===== src/rtl/add_pkg.sv =====
// add_pkg: shared defaults and types for the registered adder stage.
package add_pkg;
  localparam int AW_DEF = 4;
  localparam int DEPTH_DEF = 4;
  localparam int CW_DEF = 16;
  typedef logic [AW_DEF-1:0] opnd_t;
  typedef logic [AW_DEF:0] sum_t;
  typedef enum logic [1:0] {EMPTY, PARTIAL, FULL} occ_state_t;
endpackage


===== src/rtl/add_fifo.sv =====
// add_fifo: power-of-2 result FIFO with occupancy counter and registered head.
module add_fifo
  import add_pkg::*;
#(
  parameter int W = 5,
  parameter int DEPTH = 4
) (
  input  logic         clk,
  input  logic         rst_n,
  input  logic         push,
  input  logic         pop,
  input  logic [W-1:0] wdata,
  output logic [W-1:0] rdata,
  output logic         full,
  output logic         empty
);
  localparam int PW = $clog2(DEPTH);
  logic [W-1:0] mem [DEPTH];
  logic [PW-1:0] wptr, rptr;
  logic [PW:0] occ;
  occ_state_t state;
  always_comb state = occ == '0 ? EMPTY : occ == (PW+1)'(DEPTH) ? FULL : PARTIAL;
  assign full = state == FULL;
  assign empty = state == EMPTY;
  // Zero the head while empty so reset and drained states show a clean 0.
  assign rdata = empty ? '0 : mem[rptr];
  always_ff @(posedge clk or negedge rst_n)
    if (!rst_n) begin
      wptr <= '0;
      rptr <= '0;
      occ <= '0;
    end else begin
      if (push) wptr <= wptr + PW'(1);
      if (pop) rptr <= rptr + PW'(1);
      occ <= occ + (PW+1)'(push) - (PW+1)'(pop);
    end
  always_ff @(posedge clk)
    if (push) mem[wptr] <= wdata;
endmodule


===== src/rtl/add_stage.sv =====
// add_stage: registered AW-bit adder with valid/ready on both sides and a result FIFO.
module add_stage
  import add_pkg::*;
#(
  parameter int AW = AW_DEF,
  parameter int DEPTH = DEPTH_DEF,
  parameter int CW = CW_DEF
) (
  input  logic          clk,
  input  logic          rst_n,
  input  logic          in_valid,
  output logic          in_ready,
  input  logic [AW-1:0] in_a,
  input  logic [AW-1:0] in_b,
  output logic          out_valid,
  input  logic          out_ready,
  output logic [AW:0]   out_sum,
  output logic          out_carry,
  input  logic          clr,
  output logic [CW-1:0] txn_count
);
  logic full, empty, push, pop;
  logic [AW:0] sum;
  assign in_ready = rst_n && !full;
  assign out_valid = !empty;
  assign push = in_valid && in_ready;
  assign pop = out_valid && out_ready;
  assign sum = {1'b0, in_a} + {1'b0, in_b};
  assign out_carry = out_sum[AW];
  add_fifo #(.W(AW + 1), .DEPTH(DEPTH)) u_fifo (
    .clk(clk),
    .rst_n(rst_n),
    .push(push),
    .pop(pop),
    .wdata(sum),
    .rdata(out_sum),
    .full(full),
    .empty(empty)
  );
  always_ff @(posedge clk or negedge rst_n)
    if (!rst_n) txn_count <= '0;
    else if (clr) txn_count <= '0;
    else if (pop) txn_count <= txn_count + CW'(1);
endmodule


===== config.mk =====
export PLATFORM = sky130hd
export DESIGN_NAME = add_stage
export DESIGN_NICKNAME = d
export VERILOG_FILES = /design/src/rtl/add_pkg.sv /design/src/rtl/add_fifo.sv /design/src/rtl/add_stage.sv
export SDC_FILE = /design/constraint.sdc
export NUM_CORES = 1
export LEC_CHECK = 0
export CAP_MARGIN = 30
export CORE_MARGIN = 8
export CORE_UTILIZATION = 56
export DETAILED_ROUTE_END_ITERATION = 8
export DONT_BUFFER_PORTS = 1
export HOLD_SLACK_MARGIN = 0.05
export PLACE_DENSITY = 0.74
export SETUP_SLACK_MARGIN = 0.2
export SLEW_MARGIN = 20
export SYNTH_ARGS = -nofsm -noshare
export SYNTH_HDL_FRONTEND = slang
export SYNTH_SLANG_ARGS = --single-unit
export TNS_END_PERCENT = 1

===== constraint.sdc =====
create_clock -name clk -period 2.1 [get_ports clk]
set_input_delay 0.42 -clock clk [delete_from_list [all_inputs] [get_ports clk]]
set_output_delay 0.42 -clock clk [all_outputs]
set_load 0.05 [all_outputs]

# After elaboration in Yosys (flattened, before gate mapping)
# Memory sizes are Yosys's and may differ from the RTL's.
# Cells that the tools add are included.
# word_totals
register_bits,23
mem_bits_rw,20
inputBits,13
out_inout_bits,24
word_cells,28
n_memories,1
# op_classes
add_sub_neg,6
n_eq_ne,2
muxes,7
reduce_logical,8
# mem_list
memory,words,width,read_ports,rd_ports_with_merged_regs,write_ports,line_no,rtl
u_fifo.mem,4,5,1,0,1,add_fifo.sv:18,logic [W-1:0] mem [DEPTH];
# op_table
operator,count
16-bit two-way mux,2
"16-bit by 1-bit adder with 16-bit output, second input constant",1
4-bit by 4-bit adder with 5-bit output,1
5-bit two-way mux,1
"2-bit by 1-bit adder with 2-bit output, second input constant",2
2-bit two-way mux,2
3-bit by 1-bit adder with 3-bit output,1
"3-bit == test, second input constant",1
1-bit logical AND,3
3-bit zero test,1
3-bit by 1-bit subtractor with 3-bit output,1
"2-bit == test, second input constant",1
1-bit zero test,2
2-bit zero test,1
1-bit two-way mux,2
2-bit nonzero test,1

# Depth between registers and ports, before layout
# Gate-level depths: netlist (run 1).
# logic_depth
depth_word,9
depth_mapped,8
ltp_nobuf,8

# Hierarchy
# From an unflattened synthesis (run 1), not the netlist that was laid out.
# hier_totals
hier_cells,168
area_unflattened_um2,2165.8
# modules_own_cells
module,n_inst,cells_each,area_each_um2,seq_area_each_um2
add_fifo,1,67,1149.9,775.7
add_stage,1,101,1016.0,400.4

# Worst setup path after synthesis (run 1)
# OpenSTA, ideal clock, no wires.
# synth_timing
path_kind,register to register
startpoint,reg u_fifo.occ[1]
endpoint,reg u_fifo.occ[1]
setup_ns,0.135
arrival_time_ns,2.408
required_ns,1.965
slack_ns,-0.444
stages_incl_launch_ff,6
path_buffers,0
period_less_slack_ns,2.544
path_cell_list,dfrtp_1 inv_1 a31oi_1 and2_0 ha_1 fa_1
# synth_via
elab_chain_cells,9
elab_cells_between_ends,13
cone_classes,add/sub: 2; eq/ne: 2; mux: 2; reduce/logical: 7
# synth_lines
item,line_no,rtl
"start, declared",add_fifo.sv:20,logic [PW:0] occ;
"start signal, assigned",add_fifo.sv:35,occ <= occ + (PW+1)'(push) - (PW+1)'(pop);
3-bit == test,add_fifo.sv:22,always_comb state = occ == '0 ? EMPTY : occ == (PW+1)'(DEPTH) ? FULL : PARTIAL;
2-bit two-way mux,add_fifo.sv:22,
2-bit two-way mux (*),add_fifo.sv:22,
2-bit == test (*),add_fifo.sv:23,assign full = state == FULL;
1-bit zero test (*),add_stage.sv:24,assign in_ready = rst_n && !full;
1-bit logical AND (*),add_stage.sv:24,
via in_ready,add_stage.sv:12,"output logic in_ready,"
1-bit logical AND (*),add_stage.sv:26,assign push = in_valid && in_ready;
3-bit by 1-bit adder with 3-bit output (*),add_fifo.sv:35,
3-bit by 1-bit subtractor with 3-bit output (*),add_fifo.sv:35,
# Mark *: on every way through the listed nets, which the timed path passes. The rest lies on a longest branch.
# A chain may end at the register's enable or synchronous reset.

# Worst setup path in the final report (run 1)
# layout_timing
startpoint,reg u_fifo.rptr[0]
endpoint,out out_sum[3]
# layout_via
elab_chain_cells,2
# layout_lines
item,line_no,rtl
"start, declared",add_fifo.sv:19,"logic [PW-1:0] wptr, rptr;"
"start signal, assigned",add_fifo.sv:34,if (pop) rptr <= rptr + PW'(1);
memory 4 x 5 bit,--,
5-bit two-way mux,add_fifo.sv:26,assign rdata = empty ? '0 : mem[rptr];
"end, declared",add_stage.sv:17,"output logic [AW:0] out_sum,"
# No other way between the ends.

==> results.toml, run 1 <==
[sta]
setup_viol = 0
skew_ns = 0.01191
final_hold_viol_count = 0
fin_crit_ns = 2.045
fmax_mhz = 488.9
period_share_pct = 97.39
rsz0062_at_grt = "yes"
slew_viol_final = 0
timing.final.ws_setup_ns = 0.05476
relSlewSlack_pct = 65.76
worst_slew_pin_slew_ns = 0.5137

[clocking]
clock-sinks = 43
clockBufferDepth = 2
clk_latency_ns = 0.30
ctsHtreeMaxLevel = 2
cts_tree = "built"
cts_buffers = 5
root_buffer = "clkbuf_8"
cts.reportedPaths.clkPinSlew_ns = 0.08

[worst_setup_path]
cp_max_fo = 6
crit_path_start_kind = "flip-flop"
cp.required_ns = 1.68
crit_type = "reg2out"
crit_path_end_kind = "primary output"
crit_arrival_ns = 1.63

[layout]
nets = 224
drive_gt1_share_pct = 28.64
synthToLayoutAreaGrowth_pct = 19.75
antenna_cells = 0
postLayoutCoreUtil_pct = 69.21

[floorplanning]
die_y_um = 77.47
rows = 22
coreArea_um2 = 3661
die_w_um = 77.47
dieArea_um2 = 6001
initial_utilization_pct = 57.79
io_pins = 37

[synthesis]
synth_mux_area_share_pct = 6.387
yosysTopAreaCell = "edfxtp_1"
syn-cell-area_um2 = 2116
synth_top_family_by_area = "simple AND/OR/NAND/NOR gates"
yosys.area_share.simple_pct = 13.25
ys_types = 38
yosysSeqAreaShare_pct = 55.59
synth_nets = 195
syn_avg_cell_area_um2 = 12.52
syn_inst = 169
synth_fa_ha_area_share_pct = 8.397
ys_ff_latch = 43
synth_compound_area_share_pct = 5.677
synthTopCellsByArea = "edfxtp_1 (28%), dfrtp_1 (27%), ha_1 (6.5%)"
synth_xor_area_share_pct = 6.209
ys_warn_count = 0
yosysTopAreaCellShare_pct = 28.39

[drt]
postRouteAntennaNets = 0
vias_per_cell = 5.615
vias = 1387
first_iter_violations = 65
post_drt_wl_per_cell_um = 16.50
routed_wl_um = 4076
drt-pass1-iter-count = 5
remaining_drc_errors = 0

[run]
maxCapViolations = 0

[power]
total_leakage_power_nw = 1.055
total_power_mw = 3.038
power_density_nw_per_um2 = 1199
ir_drop_mv = 0.6047

[hold_path]
hp-class = "in2async"

[placed_design]
place_ws_ns = 0.07589
gp_congestion = 0.7770
hpwl_um = 3018
portBuffers = 0

[status]
outcome = "finished clean"

[global_route]
track_usage_pct = 13.77
gr-total-overflow = 0
antenna_found_initial = 0
grt_max_degree = 24
grt_pass1_vias = 1405
grt_pass1_wl_um = 6423
-- cell families (layout without fill, tap and decap cells) --
kind of cell               after synthesis  count (layout)
buffers and inverters                   22              52
adders and majority gates               13              13
AOI/OAI and AO/OA                       18              18
DFF                                     43              43
muxes                                    7               7
and+or+nand+nor                         51              51
xor gates and xnor gates                15              15
-- flip-flops by register name (all words and copies together) (netlist names) --
signal and cells:
u_fifo.mem 20, u_fifo.wptr 2, txn_count 16, u_fifo.occ 3, u_fifo.rptr 2
-- final timing paths --
| kind | startpoint | slack, ns | to | cells past startpoint |
|---|---|---|---|---|
| hold / removal | rst_n | 0.08 | txn_count[13]$_DFFE_PN0P_ | 1 |
| hold reg to reg | txn_count[1]$_DFFE_PN0P_ | 0.57 | txn_count[1]$_DFFE_PN0P_ | 2 |
| max in group asynchronous | rst_n | 1.64 | u_fifo.rptr[0]$_DFFE_PN0P_ | 1 |
| setup reg to reg | u_fifo.occ[2]$_DFF_PN0_ | 0.12 | u_fifo.occ[2]$_DFF_PN0_ | 8 |
| min in group clk | clr | 0.17 | txn_count[8]$_DFFE_PN0P_ | 1 |
| setup / recovery | u_fifo.rptr[0]$_DFFE_PN0P_ | 0.05 | out_sum[3] | 3 |
-- critical path: stages, from the launching register on --
cell,delay [ns]
dfrtp_2,0.49
mux4_2,0.52
nor2b_2,0.17
buf_6,0.15
-- what timing repair did --
action,in CTS,in global routing
gates resized for setup,6,9
endpoints found under the hold margin,23,0
hold buffers,1,0
pin swaps,0,4
setup endpoints to repair,7,11
cloned,0,0
buffers inserted,1,1
-- cell type report --
| class | instances | area, µm² |
|---|---|---|
| flip-flops and latches | 43 | 1177 |
| clock inverters | 1 | 5.005 |
| multi-input cells | 104 | 904.6 |
| fillers | 272 | 1127 |
| well taps | 48 | 60.06 |
| repair buffers | 29 | 242.7 |
| clock buffers | 7 | 86.33 |
| inverters | 15 | 57.56 |
-- metrics by stage --
step | TNS, ns | instance area (µm²) | hold slack (ns) | std cells
3_5_place_dp | 0 | 2370 | 0.1251 | 236
2_1_floorplan | -0.1879 | 2141 | 0.1244 | 169
5_1_grt | -0.007460 | 2534 | 0.1223 | 247
3_3_place_gp | 0 | 2370 | 0.1251 | 236
4_1_cts | 0 | 2500 | 0.1646 | 246
6_report | 0 | 2534 | 0.07532 | 247
-- synth_stat cells --
cell       n
nor2b_1    7
a21o_1     1
buf_4      1
nand3_1    5
or3_2      1
edfxtp_1  20
nor4_1     1
nor2_1     9
o31ai_4    1
mux2_2     2
a21oi_1    8
dfrtp_1   23
nand4_1    3
and2_0     1
buf_6      1
and3_1     5
o31ai_1    4
clkinv_1   1
fa_1       2
mux4_2     5
nand2b_1   1
ha_1      11
xnor2_1   10
or3_1      1
o21ai_0    3
clkbuf_1   2
or4_1      4
buf_1      2
nand2_1    7
and4_1     1
nor3_1     2
and2_1     1
nor3b_1    1
buf_2      1
inv_1     14
a31oi_1    1
or2_1      1
xor2_1     5
-- cell usage in the layout, fill, tap and decap left out, types with 4 or more instances in the layout --
cell type / count
a21oi_1: 8
and3_1: 5
buf_4: 23
buf_6: 4
clkbuf_8: 6
dfrtp_1: 22
edfxtp_1: 20
ha_1: 9
inv_1: 13
mux4_2: 5
nand2_1: 7
nand3_1: 5
nor2_1: 9
nor2b_1: 4
o31ai_1: 4
or4_1: 4
xnor2_1: 10
xor2_1: 5
-- metal layers --
| metal | wire length, µm | up-vias | GRT usage (%) |
|---|---|---|---|
| li1 | - | 647 | - |
| met1 | 1506 | 687 | 13.31 |
| met2 | 2106 | 45 | 24.18 |
| met3 | 369 | 8 | 5.760 |
| met4 | 94 | 0 | 7.925 |
| met5 | 0 | - | 0 |
-- where the power goes --
part           internal [mW]  switching (mW)
clock                  0.265           0.268
combinational          0.582           0.766
sequential              1.03           0.128
total                   1.88            1.16
(Power assumes the default switching activity.)
==> inputs of run 2 (changes only) <==
--- a/config.mk
+++ b/config.mk
@@ -13,7 +13,6 @@
 export HOLD_SLACK_MARGIN = 0.05
 export PLACE_DENSITY = 0.74
 export SETUP_SLACK_MARGIN = 0.2
-export SLEW_MARGIN = 20
 export SYNTH_ARGS = -nofsm -noshare
 export SYNTH_HDL_FRONTEND = slang
 export SYNTH_SLANG_ARGS = --single-unit
==> constraint.sdc (replaced) <==
create_clock -name clk -period 1.7 [get_ports clk]
set_input_delay 0.34 -clock clk [delete_from_list [all_inputs] [get_ports clk]]
set_output_delay 0.34 -clock clk [all_outputs]
set_load 0.05 [all_outputs]
==> results.toml, run 2 (synthesis results as in run 1) <==
[status]
outcome = "finished, violations left"
violations = "setup timing"

[worst_setup_path]
r2r_start = "u_fifo.occ[0]$_DFF_PN0_"
critPathMaxStageDelay_ns = 0.41
crit_arrival_ns = 2.22
crit_path_end_kind = "flip-flop"
cp_max_fo = 2
ff2ff_path_depth = 8
path_cells = "o31ai_4 > clkinv_2 > ha_4 > inv_2 > ha_4 > fa_2 > xnor2_2 > xnor2_1"
cp_top_family = "adder cells"
rr_endpoint = "u_fifo.occ[2]$_DFF_PN0_"
cp.required_ns = 1.89
worstPathBufferInverterCount = 2
path_common_cell = "ha_4"
rrSetupSlack_ns = -0.33
crit_path_start_kind = "flip-flop"
crit_type = "reg2reg"
crit_slowest_cell = "dfrtp_1"

[sta]
worst_slew_pin_slew_ns = 0.4910
fmax_mhz = 491.9
skew_ns = 0.006224
fin_crit_ns = 2.033
timing.final.ws_setup_ns = -0.3331
final_hold_viol_count = 0
slew_viol_final = 0
rsz0062_at_grt = "yes"
setup_viol = 12
relSlewSlack_pct = 67.27
period_share_pct = 119.6

[drt]
drt-pass1-iter-count = 4
vias_per_cell = 5.672
postRouteAntennaNets = 0
vias = 1469
routed_wl_um = 4680
first_iter_violations = 93
post_drt_wl_per_cell_um = 18.07
remaining_drc_errors = 0

[placed_design]
gp_congestion = 0.7910
dpl-instance-area_um2 = 2445
hpwl_um = 3285
portBuffers = 0

[hold_path]
worstHoldEndpoint = "txn_count[11]$_DFFE_PN0P_"
hp-class = "in2reg"
min-delay-start = "clr"
hold_depth = 1

[layout]
final_cell_mix = "buf_4 (28), dfrtp_1 (22), edfxtp_1 (20)"
largest_registers = "u_fifo.mem x20, txn_count x16, u_fifo.occ x3"
final_common_cell = "buf_4"
drive_gt1_share_pct = 41.23
largest_reg_flops = 20
design_area_um2 = 2756
regMostFlops = "u_fifo.mem"
antenna_cells = 0
nets = 236
synthToLayoutAreaGrowth_pct = 30.28

[clocking]
cts_tree = "built"
ctsHtreeMaxLevel = 2
clock-sinks = 43
root_buffer = "clkbuf_8"
cts_buffers = 5
clockBufferDepth = 2
clk_latency_ns = 0.29
cts.reportedPaths.clkPinSlew_ns = 0.08

[power]
total_leakage_power_nw = 1.133
ir_drop_mv = 1.017
power_density_nw_per_um2 = 1424
total_power_mw = 3.925

[floorplanning]
initial_utilization_pct = 57.79
die_w_um = 77.47
dieArea_um2 = 6001
rows = 22
io_pins = 37
coreArea_um2 = 3661
die_y_um = 77.47

[global_route]
track_usage_pct = 15.85
gr-total-overflow = 0
grt_pass1_wl_um = 7534
grt_pass1_vias = 1535
antenna_found_initial = 0
grt_max_degree = 24

[run]
maxCapViolations = 0
[run 2: report_power, final]
part | internal (mW) | switching [mW]
clock | 0.280 | 0.331
combinational | 0.850 | 1.04
sequential | 1.27 | 0.158
[run 2: layout make-up]
| class | instances | area (µm²) |
|---|---|---|
| repair buffers | 41 | 387.9 |
| well taps | 48 | 60.06 |
| flip-flops and latches | 43 | 1177 |
| clock inverters | 2 | 7.507 |
| fillers | 227 | 904.6 |
| inverters | 15 | 57.56 |
| clock buffers | 6 | 72.57 |
| multi-input cells | 104 | 993.5 |
[run 2: layer usage]
layer | share of wire [%] | GRT usage, % | routed length [µm] | vias up
met4 | 2.0 | 5.849 | 94 | 0
li1 | - | - | - | 676
met1 | 39 | 17.48 | 1841 | 728
met3 | 6.4 | 5.760 | 299 | 11
met2 | 52 | 27.38 | 2444 | 54
met5 | 0 | 0 | 0 | -
[run 2: worst max-delay path by stage]
stage	startpoint	to	cells past startpoint
floorplan	u_fifo.occ[2]$_DFF_PN0_	u_fifo.occ[2]$_DFF_PN0_	8
global placement	u_fifo.occ[2]$_DFF_PN0_	u_fifo.occ[2]$_DFF_PN0_	8
detailed placement	u_fifo.occ[2]$_DFF_PN0_	u_fifo.occ[2]$_DFF_PN0_	8
CTS	u_fifo.occ[2]$_DFF_PN0_	u_fifo.occ[2]$_DFF_PN0_	8
global route	u_fifo.occ[0]$_DFF_PN0_	u_fifo.occ[2]$_DFF_PN0_	8
finish	u_fifo.occ[0]$_DFF_PN0_	u_fifo.occ[2]$_DFF_PN0_	8
[run 2: timing repair]
| action | in CTS | in global routing |
|---|---|---|
| pin swaps | 18 | 11 |
| cloned | 0 | 0 |
| hold buffers | 1 | 0 |
| hold endpoints to repair | 23 | 0 |
| setup endpoints to repair | 39 | 43 |
| buffers inserted | 1 | 2 |
| gates resized for setup | 37 | 12 |
[run 2: through the flow]
stage	setup WS, ns	cells	utilization, %	hold WS, ns	setup TNS [ns]
global placement	-0.2357	246	66.78	0.04508	-0.7384
CTS	-0.2742	256	72.93	0.08793	-1.984
floorplan	-0.4830	169	-	0.04441	-6.307
detailed placement	-0.3144	246	66.78	0.04514	-1.159
global route	-0.3881	259	75.29	0.07219	-3.088
finish	-0.3331	259	75.29	0.08868	-2.307
==> inputs of run 3 (changes only) <==
--- a/config.mk
+++ b/config.mk
@@ -10,6 +10,7 @@
 export CORE_UTILIZATION = 56
 export DETAILED_ROUTE_END_ITERATION = 8
 export DONT_BUFFER_PORTS = 1
+export GPL_TIMING_DRIVEN = 0
 export HOLD_SLACK_MARGIN = 0.05
 export PLACE_DENSITY = 0.74
 export SETUP_SLACK_MARGIN = 0.2
==> results.toml, run 3 (synthesis results as in run 1) <==
[power]
p_switching_mw = 1.541
total_power_mw = 3.895
sequentialPowerShare_pct = 37.6
pwr-share-comb_pct = 46.5
power_density_nw_per_um2 = 1502
ir_drop_mv = 0.9254
clkPwrFrac_pct = 15.8
swShare_pct = 39.56
total_leakage_power_nw = 1.024
p_int_mw = 2.354

[floorplanning]
die_w_um = 77.47
die_y_um = 77.47
coreArea_um2 = 3661
io_pins = 37
initial_utilization_pct = 57.79
dieArea_um2 = 6001
rows = 22

[worst_setup_path]
cp_top_family = "adder cells"
crit_slowest_cell = "dfrtp_2"
crit_path_end_kind = "flip-flop"
path_cells = "o31ai_4 > clkinv_4 > ha_4 > inv_2 > ha_4 > fa_2 > xnor2_2 > xnor2_1"
worstSetupStartpoint = "u_fifo.occ[2]$_DFF_PN0_"
crit_path_start_kind = "flip-flop"
worstPathBufferInverterCount = 2
path_common_cell = "ha_4"
cp_max_fo = 3
r2r_start = "u_fifo.occ[2]$_DFF_PN0_"
crit_arrival_ns = 2.24
crit_type = "reg2reg"
cp.required_ns = 1.87
critPathMaxStageDelay_ns = 0.45

[drt]
postRouteAntennaNets = 0
drt-pass1-iter-count = 4
first_iter_violations = 54
vias_per_cell = 5.695
routed_wl_um = 4422
remaining_drc_errors = 0
vias = 1344
post_drt_wl_per_cell_um = 18.74

[global_route]
track_usage_pct = 14.96
gr-total-overflow = 0
grt_max_degree = 24
grt_pass1_vias = 1435
grt_pass1_wl_um = 7148
antenna_found_initial = 0

[layout]
nets = 213
instances_no_fill = 236
largest_registers = "u_fifo.mem x20, txn_count x16, u_fifo.occ x3"
antenna_cells = 0
final_cell_mix = "edfxtp_1 (20), dfrtp_1 (13), inv_1 (11)"
synthToLayoutAreaGrowth_pct = 22.59
regMostFlops = "u_fifo.mem"
drive_gt1_share_pct = 36.17
final_common_cell = "edfxtp_1"
largest_reg_flops = 20
fill_cells = 242

[clocking]
clk_latency_ns = 0.29
clockBufferDepth = 2
ctsHtreeMaxLevel = 2
cts_tree = "built"
cts.reportedPaths.clkPinSlew_ns = 0.07
root_buffer = "clkbuf_8"
clock-sinks = 43
cts_buffers = 5

[sta]
rsz0062_at_grt = "yes"
worst_slew_pin_slew_ns = 0.6099
skew_ns = 0.004740
fin_crit_ns = 2.068
slew_viol_final = 0
fmax_mhz = 483.6
final_hold_viol_count = 0
timing.final.ws_setup_ns = -0.3677
setup_viol = 27
relSlewSlack_pct = 59.34
period_share_pct = 121.6

[run]
maxCapViolations = 0

[placed_design]
portBuffers = 0
gp_congestion = 0.7962
hpwl_um = 2924
place_inst = 217
place_ws_ns = -0.7082

[hold_path]
min-delay-start = "in_valid"
hp-class = "in2reg"

[status]
violations = "setup timing"
outcome = "finished, violations left"
## run 3: final cells by class
class | count | area, µm² | area share (%)
plain buffers | 7 | 61.31 | 2.364
clock buffers | 7 | 76.32 | 2.943
clock inverters | 1 | 5.005 | 0.1930
inverters | 15 | 61.31 | 2.364
multi-input cells | 104 | 1005 | 38.74
flip-flops and latches | 43 | 1191 | 45.92
well taps | 48 | 60.06 | 2.315
repair buffers | 11 | 133.9 | 5.162
## run 3: worst paths after layout
path                                              endpoint  slack, ns  depth (start not counted)
worst min register to register  u_fifo.wptr[1]$_DFFE_PN0N_       0.60                          1
worst min-delay path            u_fifo.wptr[0]$_DFFE_PN0N_       0.32                          2
worst max register to register     u_fifo.occ[2]$_DFF_PN0_      -0.37                          8
min in group asynchronous        txn_count[12]$_DFFE_PN0P_       0.37                          1
max in group asynchronous         txn_count[3]$_DFFE_PN0P_       0.88                          2
worst max-delay path               u_fifo.occ[2]$_DFF_PN0_      -0.37                          8
## run 3: timing repair
item                       CTS  global route
setup endpoints to repair   48            45
hold buffers                 1             0
buffers inserted             3             6
hold endpoints to repair    23             0
resized for setup           46            11
pin swaps                    8             5
## run 3: power groups by stage
stage               combinational [mW]  sequential (mW)  clock, mW
CTS                               1.54             1.47      0.614
global placement                  1.23             1.43          0
finish                            1.81             1.47      0.616
detailed placement                1.29             1.45          0
floorplan                         1.11             1.42          0
global route                      1.94             1.48      0.659
## run 3: per-stage QoR
stage          TNS [ns]  utilization (%)  area (µm²)  hold WS (ns)
6_report         -2.927            70.85        2594        0.3194
5_1_grt          -4.853            70.85        2594        0.3252
4_1_cts          -3.062            67.05        2455        0.3051
3_5_place_dp     -14.62            60.12        2201       0.04513
3_3_place_gp     -12.70            60.12        2201       0.04508
2_1_floorplan    -6.307                -        2141       0.04441
## run 3: layer usage
metal | wire (µm) | GRT usage, %
met5 | 0 | 0
met4 | 72 | 6.981
met3 | 303 | 5.300
met2 | 2243 | 24.60
met1 | 1803 | 17.09
==> variant (settings of run 3) <==
Set the package constant `AW_DEF` to 3 (it was 4).
--- a/src/rtl/add_pkg.sv
+++ b/src/rtl/add_pkg.sv
@@ -2,3 +2,3 @@
 package add_pkg;
-  localparam int AW_DEF = 4;
+  localparam int AW_DEF = 3;
   localparam int DEPTH_DEF = 4;
Interface: changed (resized in_a, in_b and out_sum); port bits go from 37 to 34. The function was not compared with the original's and may differ.
==> variant against run 3 <==
  * Worst setup slack got worse by 0.055 ns
  * Sequential cell count decreased by 4
  * The run still ends with negative setup slack left
  * Sequential share of layout area down 1.1 points
  * Utilization increased by 0.58 points
  * Critical path type unchanged
  * Clock skew up 0.0047 ns
  * Wire length fell by 9.4%
  * Combinational power shrank 14%
  * Global-route usage up 0.60 points
  * Non-clock buffer count up 2
  * Synthesized cell count down 6.5%
  * Synthesized area is 8.8% lower
  * Total power is 12% lower
  * Final area is 8.1% lower
==> variant: results (changes against run 3) <==
status:
  status: "finished with violations"
  violations: "negative setup slack"
cells_and_area:
  layout-drive-gt1-share: 0.411  # +0.0494
  largestRegisters: "txn_count x16, u_fifo.mem x16, u_fifo.occ x3"
  nNetsFinal: 202  # -5.2%
  fill_cells: 229  # -5.4%
setup_path:
  crit_fanout: 3  # unchanged
  cp_slowest_cell: "dfrtp_2"
  cp_top_family: "adder cells"
  max_stage_delay_ns: 0.47  # +0.02 ns
  arrival_ns: 2.38  # +0.14 ns
  reg2reg_depth: 9  # +1
route:
  avgViaCountPerCell: 5.51  # -3.2%
  wl_met3_um: 260  # -14%
  drt-met1-wl_um: 1520  # -16%
  drtPass1Iterations: 4  # unchanged
  highest_layer: "met4"
  wl_um: 4010  # -9.4%
  drt_first_iter_violations: 50  # -7.4%
  met2_length_um: 2170  # -3.4%
cts:
  cts-root-buf: "clkbuf_4"
  clk_latency_ns: 0.34  # +0.05 ns
  clockBufferDepth: 2  # unchanged
  clk_pin_slew_worst_paths_ns: 0.10  # +0.03 ns
  htree_levels: 2  # unchanged
grt:
  grtUsageMet3: 0.0559  # +0.00293
  grt_pass1_vias: 1352  # -5.8%
  met1_usage: 0.168  # -0.00240
  grt_max_degree: 24  # unchanged
  grt_antenna_before_repair: 0  # unchanged
  grt_pass1_wl_um: 6370  # -11%
  overflow: 0  # unchanged
  grtUsageMet2: 0.269  # +0.0231
  gr-usage-all-layers: 0.156  # +0.00597
placed_design:
  place.gp.congestion: 0.757  # -4.9%
  port_buffers: 0  # unchanged
  preCtsSetupSlack_ns: -0.660  # +0.0486 ns
  dp_hpwl_um: 2580  # -12%
timing:
  setup_ws_ns: -0.422  # -0.0545 ns
  finClkSkew_ns: 0.00944  # +0.00470 ns
  setup_viol: 15  # -44%
  worstMarginPinSlew_ns: 0.622  # +0.0119 ns
yosys:
  yosys_warnings: 0  # unchanged
  synth_cell_types: 36  # -5.3%
  synth_area_leaders: "dfrtp_1 (30%), edfxtp_1 (25%), ha_1 (6.5%), mux4_2 (4.7%), xnor2_1 (4.1%)"
  synthTopCellsByCount: "dfrtp_1 (23), edfxtp_1 (16), inv_1 (13)"
  synth_edf_count: 16  # -20%
  synth-async-reset-ratio: 0.590  # +0.0549
  seq_area_frac_synth: 0.547  # -0.00890
  synth_fp_nets: 181  # -7.2%
run:
  maxCapViolCount: 0  # unchanged
power_and_ir_drop:
  worst_ir_drop_vdd_uv: 966  # +4.4%
  p_leak_nw: 0.960  # -6.3%
worst_hold_path:
  worstHoldPathType: "in2reg"
==> variant: path summary, 6_finish.rpt <==
| check | startpoint | end | slack (ns) |
|---|---|---|---|
| worst min-delay path | in_valid | u_fifo.occ[0]$_DFF_PN0_ | 0.28 |
| max in group asynchronous | rst_n | txn_count[2]$_DFFE_PN0P_ | 0.83 |
| worst max-delay path | u_fifo.occ[2]$_DFF_PN0_ | u_fifo.occ[2]$_DFF_PN0_ | -0.42 |
| worst max register to register | u_fifo.occ[2]$_DFF_PN0_ | u_fifo.occ[2]$_DFF_PN0_ | -0.42 |
| worst min register to register | u_fifo.wptr[1]$_DFFE_PN0P_ | u_fifo.wptr[1]$_DFFE_PN0P_ | 0.58 |
| min in group asynchronous | rst_n | txn_count[12]$_DFFE_PN0P_ | 0.38 |
==> variant: where the power goes <==
group / leakage (nW) / internal [W] / switching (W)
clock network: 0.0386 / 0.000244 / 0.000286
registers: 0.435 / 0.00115 / 0.000203
logic: 0.486 / 0.000676 / 0.000875
==> variant: worst register-to-register path, delay by kind of cell (launching register included) <==
family / cells / cell delay, ns
AOI/OAI and AO/OA: 1 / 0.34
xor gates and xnor gates: 2 / 0.32
adders and majority gates: 3 / 0.72
buffers and inverters: 3 / 0.19
DFF: 1 / 0.47
==> variant: through the flow <==
step | std cells | TNS, ns | cell area [sq um] | hold WS (ns)
2_1_floorplan | 158 | -3.14 | 1960 | 0.0444
3_3_place_gp | 204 | -5.32 | 2020 | 0.0450
3_5_place_dp | 204 | -6.29 | 2020 | 0.0451
4_1_cts | 222 | -3.46 | 2300 | 0.245
5_1_grt | 226 | -4.74 | 2380 | 0.247
6_report | 226 | -3.35 | 2380 | 0.275
==> variant: cells by family after synthesis <==
family	Yosys count	share of synthesized area
flops	39	0.547
mux	6	0.0583
xor+xnor	14	0.0635
simple gates	50	0.139
compound gates	17	0.0616
fa+ha+maj	12	0.0855
buf+inv	20	0.0454
==> variant: what timing repair did <==
| action | CTS | global route |
|---|---|---|
| setup buffers | 9 | 3 |
| hold buffers | 1 | 0 |
| endpoints found under the setup margin | 42 | 41 |
| hold endpoints to repair | 23 | 0 |
| pin swaps | 9 | 13 |
| gates resized for setup | 43 | 15 |
==> variant: cell type report <==
| class | count | area (sq um) | share of cell area |
|---|---|---|---|
| sequential | 39 | 1070 | 0.448 |
| tap | 46 | 57.6 | 0.0241 |
| timing repair buffer | 14 | 126 | 0.0530 |
| multi-input combinational | 99 | 942 | 0.395 |
| clock buffer | 8 | 68.8 | 0.0289 |
| buffer | 6 | 60.1 | 0.0252 |
| inverter | 14 | 60.1 | 0.0252 |
